## src/rtl/dmarb_pkg.sv

```systemverilog
// Shared types and constants for the data-memory arbiter.
package dmarb_pkg;

    typedef logic [1:0] dmarb_state_t;

    localparam dmarb_state_t IDLE  = 2'd0;
    localparam dmarb_state_t BUSY0 = 2'd1;
    localparam dmarb_state_t BUSY1 = 2'd2;

    localparam int unsigned M0 = 0;
    localparam int unsigned M1 = 1;

    localparam logic [31:0] TIMEOUT_READDATA = 32'hDEADBEEF;

endpackage

```

## src/rtl/dmarb_wait_timer.sv

```systemverilog
// Counts consecutive stalled cycles of the current grant and flags expiry on the
// cycle that would bring the count to LIMIT.
module dmarb_wait_timer #(
    parameter int unsigned LIMIT = 16
) (
    input  logic clk,
    input  logic reset,
    input  logic clk_enable,
    input  logic clear,
    input  logic inc,
    output logic expired
);

    logic [7:0] count_q;

    assign expired = clk_enable & inc & (count_q == 8'(LIMIT - 1));

    always_ff @(posedge clk or negedge reset) begin
        if (!reset) begin
            count_q <= '0;
        end else if (clk_enable) begin
            if (clear) begin
                count_q <= '0;
            end else if (inc) begin
                count_q <= count_q + 8'd1;
            end
        end
    end

endmodule

```

## src/rtl/data_mem_arbiter.sv

```systemverilog
// Two-master arbiter for the shared data_memory port with a wait timeout.
// Build option DMARB_ROUND_ROBIN_EN: alternating priority instead of fixed m0 priority.
module data_mem_arbiter
    import dmarb_pkg::*;
#(
    parameter int unsigned ADDR_W         = 32,
    parameter int unsigned DATA_W         = 32,
    parameter int unsigned TIMEOUT_CYCLES = 16,
    parameter int unsigned MAX_CONSEC     = 4
) (
    input  logic                clk,
    input  logic                reset,
    input  logic                clk_enable,
    input  logic                m0_read,
    input  logic                m0_write,
    input  logic [ADDR_W-1:0]   m0_address,
    input  logic [DATA_W-1:0]   m0_writedata,
    input  logic [DATA_W/8-1:0] m0_byteenable,
    output logic [DATA_W-1:0]   m0_readdata,
    output logic                m0_waitrequest,
    input  logic                m1_read,
    input  logic                m1_write,
    input  logic [ADDR_W-1:0]   m1_address,
    input  logic [DATA_W-1:0]   m1_writedata,
    input  logic [DATA_W/8-1:0] m1_byteenable,
    output logic [DATA_W-1:0]   m1_readdata,
    output logic                m1_waitrequest,
    output logic                mem_read,
    output logic                mem_write,
    output logic [ADDR_W-1:0]   mem_address,
    output logic [DATA_W-1:0]   mem_writedata,
    output logic [DATA_W/8-1:0] mem_byteenable,
    input  logic [DATA_W-1:0]   mem_readdata,
    input  logic                mem_waitrequest,
    output logic [1:0]          grant,
    output logic                timeout_error
);

    dmarb_state_t state_q, state_d;
    logic         m0_req, m1_req, any_req;
    logic         busy0, busy1, busy;
    logic         cur_read, cur_write, cur_req;
    logic         complete, vacant, abort, done, rearb, pick_m1;
    logic         timer_inc, timer_clear;
    logic         timeout_error_q;
    logic [DATA_W-1:0] resp_data;

    assign m0_req  = m0_read | m0_write;
    assign m1_req  = m1_read | m1_write;
    assign any_req = m0_req | m1_req;

    assign busy0 = (state_q == BUSY0);
    assign busy1 = (state_q == BUSY1);
    assign busy  = busy0 | busy1;

    assign cur_read  = busy1 ? m1_read  : (busy0 & m0_read);
    assign cur_write = busy1 ? m1_write : (busy0 & m0_write);
    assign cur_req   = cur_read | cur_write;

    assign complete = clk_enable & cur_req & ~mem_waitrequest;
    // Owner dropped its request after being re-granted: release without a transfer.
    assign vacant   = clk_enable & busy & ~cur_req;
    assign done     = complete | abort;
    assign rearb    = clk_enable & (~busy | done | vacant);

    assign timer_inc   = cur_req & mem_waitrequest;
    assign timer_clear = ~timer_inc | abort;

    dmarb_wait_timer #(
        .LIMIT(TIMEOUT_CYCLES)
    ) u_wait_timer (
        .clk       (clk),
        .reset     (reset),
        .clk_enable(clk_enable),
        .clear     (timer_clear),
        .inc       (timer_inc),
        .expired   (abort)
    );

`ifdef DMARB_ROUND_ROBIN_EN
    logic prio_q, favour_m1;

    // The master that just finished drops to lowest priority.
    assign favour_m1 = done ? busy0 : prio_q;
    assign pick_m1   = m1_req & (~m0_req | favour_m1);

    always_ff @(posedge clk or negedge reset) begin
        if (!reset) begin
            prio_q <= 1'b0;
        end else if (clk_enable) begin
            prio_q <= favour_m1;
        end
    end
`else
    localparam int unsigned CNT_W = (MAX_CONSEC < 1) ? 1 : $clog2(MAX_CONSEC + 1);

    logic [CNT_W-1:0] consec_q, consec_d;

    assign pick_m1 = m1_req & (~m0_req | (consec_q >= CNT_W'(MAX_CONSEC)));

    always_comb begin
        consec_d = consec_q;
        if (!m1_req) begin
            consec_d = '0;
        end else if (rearb && any_req) begin
            consec_d = pick_m1 ? '0 : consec_q + 1'b1;
        end
    end

    always_ff @(posedge clk or negedge reset) begin
        if (!reset) begin
            consec_q <= '0;
        end else if (clk_enable) begin
            consec_q <= consec_d;
        end
    end
`endif

    always_comb begin
        state_d = state_q;
        if (rearb) begin
            if (!any_req) begin
                state_d = IDLE;
            end else begin
                state_d = pick_m1 ? BUSY1 : BUSY0;
            end
        end
    end

    always_ff @(posedge clk or negedge reset) begin
        if (!reset) begin
            state_q         <= IDLE;
            timeout_error_q <= 1'b0;
        end else begin
            state_q <= state_d;
            if (abort) begin
                timeout_error_q <= 1'b1;
            end
        end
    end

    assign mem_read       = clk_enable & ~abort & cur_read & ~cur_write;
    assign mem_write      = clk_enable & ~abort & cur_write;
    assign mem_address    = busy1 ? m1_address    : m0_address;
    assign mem_writedata  = busy1 ? m1_writedata  : m0_writedata;
    assign mem_byteenable = busy1 ? m1_byteenable : m0_byteenable;

    assign grant         = {busy1, busy0};
    assign timeout_error = timeout_error_q;

    assign resp_data = abort ? DATA_W'(TIMEOUT_READDATA) : mem_readdata;

    always_comb begin
        m0_readdata = '0;
        m1_readdata = '0;
        if (busy0) m0_readdata = resp_data;
        if (busy1) m1_readdata = resp_data;
    end

    assign m0_waitrequest = m0_req & ~(busy0 & done);
    assign m1_waitrequest = m1_req & ~(busy1 & done);

endmodule

```

## config.mk

```make
export PLATFORM = sky130hd
export DESIGN_NAME = data_mem_arbiter
export DESIGN_NICKNAME = d
export VERILOG_FILES = /design/src/rtl/dmarb_pkg.sv /design/src/rtl/dmarb_wait_timer.sv /design/src/rtl/data_mem_arbiter.sv
export SDC_FILE = /design/constraint.sdc
export NUM_CORES = 1
export LEC_CHECK = 0
export ABC_AREA = 1
export CORE_AREA = 2 2 124 126
export DETAILED_ROUTE_END_ITERATION = 7
export DIE_AREA = 0 0 126 128
export GPL_TIMING_DRIVEN = 0
export PLACE_DENSITY = 0.66
export SYNTH_ARGS = -nofsm -noshare
export SYNTH_HDL_FRONTEND = slang
export SYNTH_SLANG_ARGS = --single-unit
export TNS_END_PERCENT = 5
```

## constraint.sdc

```tcl
create_clock -name clk -period 2.1 [get_ports clk]
set_clock_uncertainty 0.2 [all_clocks]
set_input_delay 0.21 -clock clk [delete_from_list [all_inputs] [get_ports clk]]
set_output_delay 0.21 -clock clk [all_outputs]
set_load 0.02 [all_outputs]
```

# Yosys cells after proc, flatten, opt, wreduce, memory -nomap -nowiden
# Cells that the tools add are included.
[word_totals]
register_bits = 14
latchBits = 0
ram_bits = 0
romBits = 0
inputBits = 176
output_inout_bits = 139
memories = 0
[op_classes]
add_sub_neg = 2
mul = 0
div = 0
n_lt_le_gt_ge = 1
eq_ne = 4
n_shift = 0
n_mux = 15
bitwise = 38
n_reduce_logical = 4
[op_table]
columns = ["op", "count"]
rows = [
  ["$mux 32", 5],
  ["$and 1x1->1", 19],
  ["$mux 8", 2],
  ["$or 1x1->1", 10],
  ["$mux 3", 3],
  ["$not 1->1", 9],
  ["$add 8x1->8 const B", 1],
  ["$eq 8x4->1 const B", 1],
  ["$mux 2", 2],
  ["$mux 4", 1],
  ["$reduce_and 2->1", 2],
  ["$add 3x1->3 const B", 1],
  ["$ge 3x3->1 const B", 1],
  ["$eq 2x1->1 const B", 1],
  ["$eq 2x2->1 const B", 1],
  ["$mux 1", 2],
  ["$ne 2x1->1 const B", 1],
  ["$reduce_bool 2->1", 1],
  ["$logic_and 1x1->1", 1],
]

# Depth between registers and ports, before layout
# Gate-level depths: netlist (run 1).
[depth]
word_depth = 14
depth_mapped = 12

# By module
# A second synthesis (run 1) with hierarchy kept.
[hier_totals]
cells_unflattened = 463
area_unflattened_um2 = 2306.0
[by_module_without_submodules]
columns = ["module", "n_inst", "cells_per_inst", "area_per_inst_um2", "seq_area_each_um2"]
rows = [
  ["data_mem_arbiter", 1, 401, 1838.0, 150.1],
  ["dmarb_wait_timer", 1, 62, 467.9, 200.2],
]

# Least setup slack after synthesis (run 1)
# Ideal clock, no wire load.
[synth_timing]
path_kind = "reg-to-output"
startpoint = "register state_q[0]"
endpoint = "output port m0_waitrequest"
arrival_time_ns = 1.699
required_ns = 1.690
setup_slack_ns = -0.009
path_stages_with_launch = 12
path_cell_list = "dfrtp_1 inv_1 ha_1 buf_6 inv_2 nand2_1 nand2_2 nand2_4 nand3_4 buf_6 nand2_2 a21oi_1"
[synth_between]
word_cells_on_any_way = 16
[synth_lines]
columns = ["item", "line_no", "text"]
rows = [
  ["start, declared", "data_mem_arbiter.sv:39", "dmarb_state_t state_q, state_d;"],
  ["start signal, assigned", "data_mem_arbiter.sv:135", "state_q <= state_d;"],
  ["$eq 2x2->1 *", "data_mem_arbiter.sv:53", "assign busy1 = (state_q == BUSY1);"],
  ["net busy1", "data_mem_arbiter.sv:41", "logic busy0, busy1, busy;"],
  ["$mux 1 (on tied branches)", "data_mem_arbiter.sv:56, data_mem_arbiter.sv:57", ""],
  ["$or 1x1->1 *", "data_mem_arbiter.sv:58", "assign cur_req = cur_read | cur_write;"],
  ["$and 1x1->1", "data_mem_arbiter.sv:66", "assign timer_inc = cur_req & mem_waitrequest;"],
  ["$and 1x1->1 (2 in series)", "dmarb_wait_timer.sv:16", "assign expired = clk_enable & inc & (count_q == 8'(LIMIT - 1));"],
  ["$or 1x1->1 *", "data_mem_arbiter.sv:63", "assign done = complete | abort;"],
  ["$and 1x1->1 *", "data_mem_arbiter.sv:160", "assign m0_waitrequest = m0_req & ~(busy0 & done);"],
  ["$not 1->1 *", "data_mem_arbiter.sv:160", ""],
  ["$and 1x1->1 *", "data_mem_arbiter.sv:160", ""],
  ["end, declared", "data_mem_arbiter.sv:20", "output logic m0_waitrequest,"],
]
# The timed path passes the listed nets; every way through them passes the cells marked *.

# Worst setup path in the final report (run 1)
[layout_timing]
startpoint = "register state_q[0]"
endpoint = "output port m1_readdata[16]"
[layout_between]
word_cells_on_any_way = 12
[layout_lines]
columns = ["item", "line_no", "text"]
rows = [
  ["$eq 2x2->1 *", "data_mem_arbiter.sv:53", ""],
  ["net busy1", "data_mem_arbiter.sv:41", ""],
  ["$mux 1 (on tied branches)", "data_mem_arbiter.sv:56, data_mem_arbiter.sv:57", ""],
  ["$or 1x1->1", "data_mem_arbiter.sv:58", ""],
  ["$and 1x1->1", "data_mem_arbiter.sv:66", ""],
  ["$and 1x1->1 (2 in series)", "dmarb_wait_timer.sv:16", ""],
  ["$mux 32", "data_mem_arbiter.sv:151", "assign resp_data = abort ? DATA_W'(TIMEOUT_READDATA) : mem_readdata;"],
  ["$mux 32 *", "data_mem_arbiter.sv:157", "if (busy1) m1_readdata = resp_data;"],
  ["end, declared", "data_mem_arbiter.sv:26", "output logic [DATA_W-1:0] m1_readdata,"],
]
# Marked as above.

==> impl_results.rst, run 1 <==
.. list-table::
   :header-rows: 1

   * - Metric
     - Value
   * - Per-cell routed wire length
     - ~15 um
   * - Max-capacitance violation count
     - 0
   * - Cell repeated most along the worst path
     - sky130_fd_sc_hd__nand2_4
   * - Fraction of post-synthesis cell area in the top cell type by area
     - a little under two fifths
   * - DRC viols
     - 0
   * - Die outline height
     - 128 um
   * - Highest metal used
     - met4
   * - Largest area contributor in the synthesized netlist
     - sky130_fd_sc_hd__nand2_1
   * - Area of placed instances
     - ~5700 um^2
   * - Finished Cell Area
     - between 6000 and 7000 um^2
   * - DR vias/cell
     - ~4
   * - Pre-Repair DR Iteration Count
     - 5
   * - Total number of vias
     - 3921
   * - Post-Syn Instances
     - 444
   * - Final Routed Wirelength
     - 14700 um
   * - DR iter-0 viols
     - 122
   * - Final worst setup slack
     - -0.275 ns
   * - Combined area of all synthesized cells
     - roughly 2300 um^2
   * - Count of state elements after synthesis
     - 14
   * - Initial core utilization
     - between 10% and 20%
   * - Maximum number of pins on one net before global-route repair
     - 15
   * - Static Leakage
     - just over 3 nW
   * - Hold Crit Class
     - in -> async
   * - Cells traversed along the worst timing path
     - inv_1, ha_2, buf_8, inv_6, nand2_4, nand2_4, nand2_4, nand3_4, buf_12, buf_6, a21oi_1, buf_4
   * - Core utilization of the finished layout
     - 41.8%
   * - Total clock buffers created by CTS
     - 3
   * - Average footprint of a synthesized cell
     - 5.28 um^2
   * - Worst skew pair latency
     - 0.24 ns
   * - Vias in the first global route
     - 3764
   * - Critical path class
     - reg -> out
   * - Met3 WL
     - approximately 1300 um
   * - Maximum number of buffers from clock root to sink
     - 2
   * - RSZ-0062 raised after global routing
     - true
   * - Die Outline Area
     - roughly 16000 um^2
   * - Antenna violations before repair
     - 0
   * - N_diodes
     - 0
   * - Clock tree root driver cell
     - sky130_fd_sc_hd__clkbuf_16
   * - Met2 wire length
     - a little over 7000 um
   * - Final Hold Vio Count
     - 0
   * - Estimated wirelength of the detail-placed design
     - approximately 12000 um
   * - Number of nets with antenna violations after routing
     - 0
   * - Ports placed on the boundary
     - about 320
   * - Arr. time, crit path
     - 1.96 ns
   * - Cell types with the largest area share after synthesis
     - sky130_fd_sc_hd__nand2_1, sky130_fd_sc_hd__dfrtp_1, sky130_fd_sc_hd__a21oi_1, sky130_fd_sc_hd__inv_1, sky130_fd_sc_hd__nor3_2
   * - Final count of negative-setup-slack endpoints
     - around 150
   * - Worst stage delay on the critical path
     - approximately 0.38 ns
   * - Element type at the critical path end
     - output port
   * - Peak supply drop
     - roughly 0.27 mV
   * - Post-cts hold buffer count
     - 0
   * - Clock tree from TritonCTS
     - done
   * - YS warnings
     - 0
   * - Weighted congestion at the end of routability-driven global placement
     - 0.765
   * - Critical path's slowest cell
     - sky130_fd_sc_hd__dfrtp_1
   * - Core area
     - ~15000 um^2
   * - Die W
     - 126 um
   * - Worst-margin pin slew
     - between 0.6 and 0.7 ns
   * - Count of port buffers added during placement
     - between 300 and 400
   * - Number of nets in the layout
     - ~960
   * - Maximum level of the CTS H-tree
     - 1
   * - Leftover overflow at the end of global routing
     - 0
   * - Syn_nets
     - 624
   * - Number of core rows
     - 45
   * - Type of origin of the critical path
     - register
   * - Minimum clock period after layout
     - around 2.4 ns
   * - Power per unit of standard cell area
     - around 880 nW/um^2
   * - Largest fanout on the critical path
     - 10
   * - Required @ worst endpoint
     - approximately 1.7 ns
   * - Area growth from synthesis to layout
     - 165%
   * - Maximum operating frequency
     - ~420 MHz
   * - Gr usage total
     - approximately 17%
   * - Rel. slew slack
     - 57.3%
   * - Clock-pin transition on the worst setup and hold timing paths
     - 0.04 ns
   * - Sequential cell area fraction in the yosys report
     - between 10% and 20%
   * - Final clock period utilization by the worst path
     - 113%
   * - Fin Hold WS
     - 0.170 ns
   * - Met1 WL
     - 6110 um
   * - Wire length of the first global-routing pass
     - approximately 21000 um
   * - Ratio of cells with drive above 1 in the final layout
     - between 30% and 40%
   * - Yosys cell types
     - 32
   * - Violated checks
     - setup timing
   * - Pins over their slew limit
     - 0
   * - Number of sinks driven by the clock tree
     - 14
   * - Run status
     - complete, but fails checks
   * - Fin Setup TNS
     - -25.78 ns
-- cell usage in the layout, fill, tap and decap left out, types with 2 or more instances in the layout --
cell / Yosys / layout
sky130_fd_sc_hd__a21oi_2: 1 / 40
sky130_fd_sc_hd__dfrtp_1: 14 / 14
sky130_fd_sc_hd__clkdlybuf4s15_2: 0 / 41
sky130_fd_sc_hd__dlygate4sd2_1: 0 / 4
sky130_fd_sc_hd__nand2_1: 233 / 226
sky130_fd_sc_hd__inv_1: 43 / 43
sky130_fd_sc_hd__clkbuf_16: 0 / 3
sky130_fd_sc_hd__nor2_1: 14 / 14
sky130_fd_sc_hd__clkdlybuf4s18_2: 0 / 2
sky130_fd_sc_hd__nor3_2: 10 / 14
sky130_fd_sc_hd__buf_4: 2 / 64
sky130_fd_sc_hd__buf_8: 0 / 2
sky130_fd_sc_hd__nand3_1: 6 / 6
sky130_fd_sc_hd__buf_12: 0 / 6
sky130_fd_sc_hd__buf_2: 10 / 4
sky130_fd_sc_hd__nor3_1: 7 / 3
sky130_fd_sc_hd__o21ai_1: 1 / 2
sky130_fd_sc_hd__a21oi_1: 51 / 11
sky130_fd_sc_hd__clkbuf_2: 0 / 21
sky130_fd_sc_hd__nand2_2: 4 / 5
sky130_fd_sc_hd__nand3_2: 2 / 2
sky130_fd_sc_hd__buf_6: 7 / 31
sky130_fd_sc_hd__nand2_4: 2 / 8
sky130_fd_sc_hd__clkbuf_4: 0 / 3
sky130_fd_sc_hd__inv_2: 3 / 2
sky130_fd_sc_hd__xor2_1: 5 / 5
sky130_fd_sc_hd__clkdlybuf4s50_1: 0 / 176
sky130_fd_sc_hd__clkdlybuf4s15_1: 0 / 4
sky130_fd_sc_hd__o21ai_0: 3 / 2
sky130_fd_sc_hd__buf_16: 0 / 2
sky130_fd_sc_hd__ha_1: 4 / 2
-- power breakdown --
group	switching, mW	leakage [nW]	internal [mW]
Clock	0.0993	0.0370	0.248
Combinational	2.69	2.81	2.05
Sequential	0.0396	0.189	0.323
-- final timing paths --
path                                     from                      end  slack (ns)  cells past startpoint
min in group clk                timeout_error            timeout_error        0.27                      1
worst min-delay path                    reset  u_wait_timer.count_q[4]        0.17                      1
worst min register to register  timeout_error            timeout_error        0.27                      1
worst max-delay path               state_q[0]          m1_readdata[16]       -0.27                     12
worst max register to register     state_q[0]              consec_q[0]       -0.07                     15
max in group asynchronous               reset            timeout_error        1.12                      1
-- layer usage --
metal,global-route usage [%],vias to the layer above
met3,4.72,8
met1,21.4,1720
li1,-,2021
met2,28.2,172
met5,0,-
met4,1.94,0
-- cells in the mapped netlist (all sizes together) --
cell,instances
nor4b,1
a21oi,52
xnor2,1
nor3,17
nor2,15
nand3,9
o21ai,4
nor3b,2
buf,20
dfrtp,14
nand2,239
clkbuf,11
nand4,2
or2,1
inv,47
xor2,5
ha,4
-- stage by stage --
step / worst slack (ns) / std cells / power, mW
6_report: -0.275 / 965 / 5.46
5_1_grt: -0.397 / 965 / 5.86
4_1_cts: -0.293 / 963 / 5.35
3_5_place_dp: -0.900 / 946 / 4.89
3_3_place_gp: -0.866 / 946 / 4.88
2_1_floorplan: -0.00930 / 444 / 2.66
-- layout make-up --
type                    instances  area [um^2]
fillers                      1564         8650
flip-flops and latches         14          350
inverters                      47          189
repair buffers                331         3240
multi-input cells             352         1860
clock buffers                   3         75.1
well taps                     188          235
plain buffers                  30          265
-- logic make-up after synthesis --
family | share of synthesized area [%]
XOR/XNOR | 2.24
AO/OA/AOI/OAI | 12.1
flip-flops | 15.0
AND/OR/NAND/NOR | 52.8
adder cells (fa/ha/maj) | 2.14
buffers and inverters | 15.7
-- timing repair --
action,CTS,global route
gates cloned,2,0
pin swaps,6,3
setup buffers,13,2
gates resized for setup,602,80
setup endpoints to repair,137,150
-- flip-flops by register name, indices dropped and copies added, names as in the netlist --
signal                count
u_wait_timer.count_q      8
state_q                   2
consec_q                  3
timeout_error             1
-- critical path: cells and delay by family, from the launching register on --
family	cells	cell delay (ns)
compound gates	1	0.14
flops	1	0.38
simple gates	4	0.29
buf+inv	6	0.72
fa+ha+maj	1	0.19
Note: power is estimated with default switching activity, not from simulation.
==> run 2: changes to the inputs <==
- HOLD_SLACK_MARGIN: default -> 0.05
==> results of run 2 <==
Same layout as run 1: the final DEF is identical, and so are final timing and power.
==> run 3: changes to the inputs <==
- GPL_TIMING_DRIVEN: 0 -> 1
==> impl_results.rst, run 3 (synthesis gave the netlist of run 1 again) <==
.. list-table::
   :header-rows: 1

   * - Metric
     - Value
   * - Run status
     - complete, but fails checks
   * - Violated checks
     - setup timing
   * - Maximum number of pins on one net before global-route repair
     - 34
   * - Pre-Repair DR Iteration Count
     - 5
   * - Number of nets in the layout
     - roughly 950
   * - RSZ-0062 raised after global routing
     - true
   * - Biggest register
     - u_wait_timer.count_q
   * - Type of origin of the critical path
     - register
   * - Die Outline Area
     - 16100 um^2
   * - Vias in the first global route
     - roughly 3500
   * - Initial core utilization
     - between 10% and 20%
   * - Final clock period utilization by the worst path
     - 111%
   * - Final worst setup slack
     - -0.232 ns
   * - Peak supply drop
     - between 0.3 and 0.4 mV
   * - Clock tree from TritonCTS
     - done
   * - Maximum level of the CTS H-tree
     - 1
   * - Total clock buffers created by CTS
     - 3
   * - Core area
     - ~15000 um^2
   * - Leading registers by flop count
     - u_wait_timer.count_q: 8 flops, consec_q: 3 flops, state_q: 2 flops
   * - Pins over their slew limit
     - 0
   * - Largest fanout on the critical path
     - 6
   * - Area growth from synthesis to layout
     - 156%
   * - Number of flip-flops in the largest register
     - 8
   * - Rel. slew slack
     - 58.0%
   * - Layout Cells excl Fill
     - around 960
   * - Placed cells
     - 950
   * - Critical path's slowest cell
     - sky130_fd_sc_hd__dfrtp_1
   * - Die outline height
     - 128 um
   * - Arr. time, crit path
     - around 1.9 ns
   * - Estimated wirelength of the detail-placed design
     - approximately 11000 um
   * - N_diodes
     - 0
   * - Final Hold Vio Count
     - 0
   * - DR iter-0 viols
     - between 150 and 200
   * - Maximum number of buffers from clock root to sink
     - 2
   * - Count of port buffers added during placement
     - between 300 and 400
   * - Ports placed on the boundary
     - roughly 320
   * - Fin Hold WS
     - roughly 0.16 ns
   * - Element type at the critical path end
     - output port
   * - Ratio of cells with drive above 1 in the final layout
     - between 30% and 40%
   * - Hold Crit Class
     - in -> async
   * - Core utilization of the finished layout
     - between 40 and 50%
   * - Per-cell routed wire length
     - approximately 14 um
   * - Leftover overflow at the end of global routing
     - 0
   * - Number of core rows
     - 45
   * - Most frequent standard cell in the layout excluding fill and tap cells
     - sky130_fd_sc_hd__nand2_1
   * - Total number of vias
     - slightly below 4000
   * - Wire length of the first global-routing pass
     - a little under 20000 um
   * - Clock-pin transition on the worst setup and hold timing paths
     - roughly 0.050 ns
   * - Critical path class
     - reg -> out
   * - Worst skew pair latency
     - approximately 0.24 ns
   * - Clock tree root driver cell
     - sky130_fd_sc_hd__clkbuf_16
   * - Worst stage delay on the critical path
     - approximately 0.41 ns
   * - Antenna violations before repair
     - 0
   * - DR vias/cell
     - between 4 and 5
   * - Commonest cells after routing, fill and taps aside
     - sky130_fd_sc_hd__nand2_1, sky130_fd_sc_hd__clkdlybuf4s50_1, sky130_fd_sc_hd__buf_4
   * - Die W
     - between 100 and 150 um
   * - Final count of negative-setup-slack endpoints
     - 111
   * - Weighted congestion at the end of routability-driven global placement
     - 0.824
   * - Minimum clock period after layout
     - about 2.3 ns
   * - Final Routed Wirelength
     - 13600 um
   * - Required @ worst endpoint
     - 1.69 ns
   * - Number of nets with antenna violations after routing
     - 0
   * - Number of sinks driven by the clock tree
     - 14
   * - Static Leakage
     - between 3 and 4 nW
   * - Cells traversed along the worst timing path
     - inv_2, ha_4, nand2_1, nand2_2, nand2_2, nand2_4, nand3_4, buf_6, nand2_4, buf_6, a21oi_4, buf_12
   * - Max-capacitance violation count
     - 0
   * - Maximum operating frequency
     - 429 MHz
   * - Post-cts hold buffer count
     - 0
   * - Power per unit of standard cell area
     - 906 nW/um^2
   * - DRC viols
     - 0
   * - Gr usage total
     - approximately 15%
   * - Worst-margin pin slew
     - approximately 0.63 ns
-- run 3: cell types whose count changed in the layout (fill, tap and decap cells not counted), sizes merged --
cell | before | now
clkdlybuf4s18 | 2 | 0
clkdlybuf4s50 | 176 | 177
clkdlybuf4s15 | 45 | 3
inv | 47 | 46
clkbuf | 28 | 24
buf | 109 | 156
dlygate4sd2 | 4 | 0
clkinv | 0 | 1
-- run 3: worst paths after layout --
| path | end | cells past startpoint | slack (ns) | from |
|---|---|---|---|---|
| min | u_wait_timer.count_q[6] | 1 | 0.16 | reset |
| max | m1_waitrequest | 12 | -0.23 | state_q[1] |
| min reg2reg | timeout_error | 1 | 0.27 | timeout_error |
| max in group asynchronous | u_wait_timer.count_q[2] | 1 | 1.13 | reset |
| min in group clk | timeout_error | 1 | 0.27 | timeout_error |
| max reg2reg | consec_q[0] | 13 | 0.16 | state_q[0] |
-- run 3: final cells by class --
type / count / area (um^2)
clock buffers: 4 / 88.8
inverters: 47 / 198
multi-input cells: 352 / 1840
repair buffers: 356 / 3280
fillers: 1591 / 8870
flip-flops and latches: 14 / 350
well taps: 188 / 235
-- run 3: per-stage QoR --
stage / total power [mW] / TNS (ns) / area [um^2] / setup WS, ns
after floorplan: 2.66 / -0.0186 / 2340 / -0.00930
after global placement: 5.02 / -40.85 / 5840 / -0.446
after detailed placement: 5.01 / -40.15 / 5840 / -0.457
after CTS: 5.18 / -14.50 / 5890 / -0.256
after global routing: 5.81 / -23.05 / 5990 / -0.323
final: 5.43 / -13.08 / 5990 / -0.232
-- run 3: where the power goes --
group / switching (mW) / internal (mW) / total (mW)
logic: 2.64 / 2.02 / 4.66
registers: 0.0475 / 0.323 / 0.370
clock network: 0.110 / 0.288 / 0.399
total: 2.80 / 2.63 / 5.43
-- run 3: worst max-delay path, delay by kind of cell (launching register included) --
kind / cells / cell delay, ns
buf+inv: 4 / 0.46
fa+ha+maj: 1 / 0.16
compound gates: 1 / 0.15
flops: 1 / 0.41
simple gates: 6 / 0.48
-- run 3: timing repair --
item                       4_1_cts  5_1_grt
gates resized for setup        500      188
pin swaps                        1       11
cloned                           2        0
buffers inserted                 2        4
setup endpoints to repair      137      128
-- run 3: layer usage --
layer | routed length [um] | track usage (%)
met4 | 125 | 2.65
met3 | 1170 | 4.76
met1 | 5650 | 19.5
met2 | 6650 | 25.1
met5 | 0 | 0
